## src/rtl/tdm_demux.sv

```systemverilog
// tdm_demux: receive-side TDM demultiplexer.
// A frame starts with an in_sof-flagged word in slot 0. Each following valid
// word fills the next channel register. Per-channel strobes mark each write,
// frame_done marks the last slot, and sync_err flags an early start of frame.
module tdm_demux #(
  parameter int NCH = 4,
  parameter int DW  = 8,
  localparam int SW = (NCH > 1) ? $clog2(NCH) : 1
) (
  input  logic              clk,
  input  logic              rst_n,
  input  logic              in_valid,
  input  logic              in_sof,
  input  logic [DW-1:0]     in_data,
  output logic [NCH*DW-1:0] out_data,
  output logic [NCH-1:0]    out_valid,
  output logic              frame_done,
  output logic              sync_err,
  output logic [SW-1:0]     slot,
  output logic              locked
);

  typedef enum logic {
    HUNT = 1'b0,
    RUN  = 1'b1
  } state_e;

  localparam logic [SW-1:0] LAST_SLOT = SW'(NCH - 1);

  state_e           state_q, state_d;
  logic [SW-1:0]    slot_q, slot_d;
  logic [NCH-1:0]   slot_hot;
  logic [NCH-1:0]   wr_en_d;
  logic [NCH-1:0]   out_valid_q;
  logic             frame_done_q, frame_done_d;
  logic             sync_err_q, sync_err_d;
  logic             locked_q;

  // One-hot decode of the current slot, used as the per-channel write select.
  for (genvar gi = 0; gi < NCH; gi++) begin : g_slot_hot
    assign slot_hot[gi] = (slot_q == SW'(gi));
  end

  // Next-state decode: which channel is written, where the slot pointer goes,
  // and which pulses fire for the word presented this cycle.
  always_comb begin
    state_d      = state_q;
    slot_d       = slot_q;
    wr_en_d      = '0;
    frame_done_d = 1'b0;
    sync_err_d   = 1'b0;
    if (in_valid) begin
      if (in_sof) begin
        // A start of frame always lands in channel 0; seen while still in
        // RUN it means the previous frame was cut short.
        wr_en_d[0] = 1'b1;
        sync_err_d = (state_q == RUN);
        if (NCH == 1) begin
          frame_done_d = 1'b1;
          state_d      = HUNT;
          slot_d       = '0;
        end else begin
          state_d = RUN;
          slot_d  = SW'(1);
        end
      end else if (state_q == RUN) begin
        wr_en_d = slot_hot;
        if (slot_q == LAST_SLOT) begin
          // Last slot closes the frame; the next one must begin with in_sof.
          frame_done_d = 1'b1;
          state_d      = HUNT;
          slot_d       = '0;
        end else begin
          slot_d = slot_q + SW'(1);
        end
      end
      // Words without in_sof while hunting are silently discarded.
    end
  end

  // Framing FSM with registered pulse and status outputs.
  always_ff @(posedge clk or negedge rst_n) begin
    if (!rst_n) begin
      state_q      <= HUNT;
      slot_q       <= '0;
      out_valid_q  <= '0;
      frame_done_q <= 1'b0;
      sync_err_q   <= 1'b0;
      locked_q     <= 1'b0;
    end else begin
      state_q      <= state_d;
      slot_q       <= slot_d;
      out_valid_q  <= wr_en_d;
      frame_done_q <= frame_done_d;
      sync_err_q   <= sync_err_d;
      locked_q     <= (state_d == RUN);
    end
  end

  // Per-channel holding registers; a channel only changes when it is written.
  for (genvar gi = 0; gi < NCH; gi++) begin : g_chan
    logic [DW-1:0] ch_q;

    // Capture the incoming word when this channel is selected.
    always_ff @(posedge clk or negedge rst_n) begin
      if (!rst_n) begin
        ch_q <= '0;
      end else if (wr_en_d[gi]) begin
        ch_q <= in_data;
      end
    end

    assign out_data[gi*DW +: DW] = ch_q;
  end

  assign out_valid  = out_valid_q;
  assign frame_done = frame_done_q;
  assign sync_err   = sync_err_q;
  assign slot       = slot_q;
  assign locked     = locked_q;

endmodule

```

## config.mk

```make
export PLATFORM = sky130hd
export DESIGN_NAME = tdm_demux
export DESIGN_NICKNAME = d
export VERILOG_FILES = /design/src/rtl/tdm_demux.sv
export SDC_FILE = /design/constraint.sdc
export NUM_CORES = 1
export LEC_CHECK = 0
export CORE_ASPECT_RATIO = 0.6
export CORE_MARGIN = 5
export CORE_UTILIZATION = 51
export CTS_BUF_LIST = sky130_fd_sc_hd__clkbuf_4
export DETAILED_ROUTE_END_ITERATION = 10
export PLACE_DENSITY = 0.95
export SETUP_SLACK_MARGIN = 0.05
export SLEW_MARGIN = 10
export SYNTH_ARGS = -nofsm -noshare
export SYNTH_HDL_FRONTEND = slang
export SYNTH_SLANG_ARGS = --single-unit
```

## constraint.sdc

```tcl
create_clock -name clk -period 2.8 [get_ports clk]
set_clock_uncertainty 0.2 [all_clocks]
set_input_delay 0.56 -clock clk [delete_from_list [all_inputs] [get_ports clk]]
set_output_delay 0.56 -clock clk [all_outputs]
set_load 0.03 [all_outputs]
```

==> run metrics <==
Sw Pwr 1170 µW; Worst R2R Path Depth 4; Inserted Diodes 0; DRT iter0 DRCs 72; final WL 3970 µm; Startpoint Class flip-flop; Clock Power Share 13.2%; Max IR drop VDD 0.757 mV; Yosys reg bits 40; Layout Nets 189; number of I/O pins 53; final hold vios 0; crit path DAT 1.81 ns; layout cells sized above 1 21.8%; synth-to-layout area growth 36.2%; Pins Over Slew Limit 0; Setup TNS 0 ns; pwr/cell area 1230 nW/µm²; Net Sw Frac 41.5%; Most used DFF post-synth dfrtp_1; FF-to-FF End g_chan[2].ch_q[5]; CP required 2.04 ns; Post-synth top cells dfrtp_1, mux2_2, inv_1; core footprint 3200 µm²; crit-path cells clkdlybuf4s50_1; Num CTS Buffers 5; Clock Path Buffers 2; grt ovf 0; Synth Warn # 0; via count 1167; Placed Cells 211; clock root cell clkbuf_4; drt first pass iters 4; CP peak stage delay 0.77 ns; unrepaired setup endpoints after global routing false; synth top area cells dfrtp_1, mux2_2, nand4b_4, o32ai_1, ha_1; Fmax 389 MHz; Tcrit/Tclk final 91.8%; gr usage total 18.7%; EDFF count, synth 0; Leak 0.00108 µW; outcome completed; FFs w/ async S/R, synth 100%; Residual DRC 0; Worst R2R Setup Slack 1.09 ns; Buffers on Ports 52; hold crit path type primary input to asynchronous set/reset pin; Tmin final 2.57 ns; sequential share of power 35.1%; initial antenna violation count 0; first-pass GRT wire length 6240 µm; Crit path max-delay family buffers and inverters; most common cell in the netlist dfrtp_1; critical path's slowest cell clkdlybuf4s50_1; Vias/cell 5.33; Sink Count 40; Non-Filler Instances 219; final setup violation count 0; H-Tree Depth 2; Seq/Total Area, Yosys 59.6%; Syn Inst Count 119; hpwl dp 2810 µm; Int Pwr 1650 µW; Netlist Area Pre-Place 1680 µm²; number of core rows 16; Clock Latency Late Sink 0.36 ns; Routed wire per std cell 18.1 µm; leading area contributor after synthesis dfrtp_1; Routed Antenna Nets 0; Die X 84.1 µm; vias in the first global route 1235; # hold bufs at CTS 0; Comb power frac 51.7%; Setup CP Type flip-flop to output port; crit-path max FO 12; Routability Congestion 0.738; CTS tree yes; Yosys cell types 21; die area 4580 µm²; share of the synthesized area in the top cell type 59.6%; PostCTS Resize Cnt 0; worst path buffer plus inverter count 1; Worst-Margin Slew 0.852 ns; Worst R2R Start slot[0]; register clock-pin slew on the reported worst setup and hold paths 0.12 ns; Starting Density 52.4%; Post-CTS Repair Setup Buffers 0; Post-Syn Nets 135; MaxCap Viol Count 0; largest net degree at the start of global routing 41; Mapped Avg Cell Area 14.1 µm²; Rel. slew slack 43.2%; Total Power 2810 µW; crit path capture type output port; Die Height 54.4 µm
==> per-layer routing <==
| metal | routed length (µm) | GRT usage (%) | part of all wire (%) | vias to the layer above |
|---|---|---|---|---|
| li1 | - | - | - | 520 |
| met1 | 1600 | 20.2 | 40 | 585 |
| met2 | 1930 | 33.4 | 49 | 52 |
| met3 | 377 | 9.17 | 9.5 | 10 |
| met4 | 65 | 5.61 | 1.6 | 0 |
| met5 | 0 | 0 | 0 | - |
==> flip-flops by register name, summed over array words and instances, names as in the netlist <==
signal / flops
out_valid: 3
sync_err: 1
g_chan.ch_q: 32
frame_done: 1
slot: 2
locked: 1
==> cell type report <==
cell class                 count  area, µm²
tap                           45       56.3
multi-input combinational     60        583
sequential                    40       1000
clock inverter                 3       37.5
fill                         233        916
timing repair buffer          53        523
inverter                      13       48.8
clock buffer                   5       37.5
==> how the worst max path moves through the flow <==
stage,to,start,slack (ns),cells past startpoint
2_1_floorplan,g_chan[2].ch_q[0],slot[0],1.09,4
3_3_place_gp,slot[0],in_valid,0.54,4
3_5_place_dp,slot[0],in_valid,0.48,4
4_1_cts,locked,locked,0.22,1
5_1_grt,locked,locked,0.14,1
6_report,locked,locked,0.23,1
==> kinds of logic after synthesis <==
| logic type | synth area share (%) |
|---|---|
| adder cells (fa/ha/maj) | 2.98 |
| AO/OA/AOI/OAI | 6.26 |
| flip-flops | 59.6 |
| buffers and inverters | 5.66 |
| AND/OR/NAND/NOR | 9.39 |
| multiplexers | 16.1 |
==> stage by stage <==
stage | instance area (µm²) | hold WS (ns) | utilization [%] | setup slack, ns
after detailed placement | 2210 | 0.293 | 69.1 | 0.477
after global placement | 2210 | 0.286 | 69.1 | 0.538
final | 2290 | 0.0927 | 71.4 | 0.230
after floorplan | 1680 | 0.0644 | - | 1.09
after global routing | 2290 | 0.160 | 71.4 | 0.140
after CTS | 2290 | 0.115 | 71.4 | 0.220
==> cell usage in the layout (no fill, tap or decap) <==
master	netlist	final
buf_4	2	1
clkinv_1	0	2
nor2b_1	1	1
a21o_1	1	1
nand3_1	1	1
nand2_1	10	10
a221o_1	1	1
mux2_2	24	24
o32ai_1	8	8
clkbuf_4	0	5
bufinv_16	0	1
dfrtp_1	40	40
inv_1	13	13
and2_4	1	1
clkdlybuf4s50_1	0	51
nand4b_4	3	3
or3b_2	1	1
ha_1	4	4
a21oi_2	1	1
and3_1	2	2
buf_2	1	1
nor3b_1	1	1
o221ai_1	1	1
==> power groups by stage <==
| stage | combinational [µW] | clock, µW | sequential, µW |
|---|---|---|---|
| 5_1_grt | 1530 | 398 | 1020 |
| 3_3_place_gp | 1420 | 0 | 974 |
| 2_1_floorplan | 381 | 0 | 1440 |
| 4_1_cts | 1470 | 374 | 988 |
| 3_5_place_dp | 1460 | 0 | 996 |
| 6_report | 1450 | 372 | 987 |
Power figures use the tool's default switching activity.
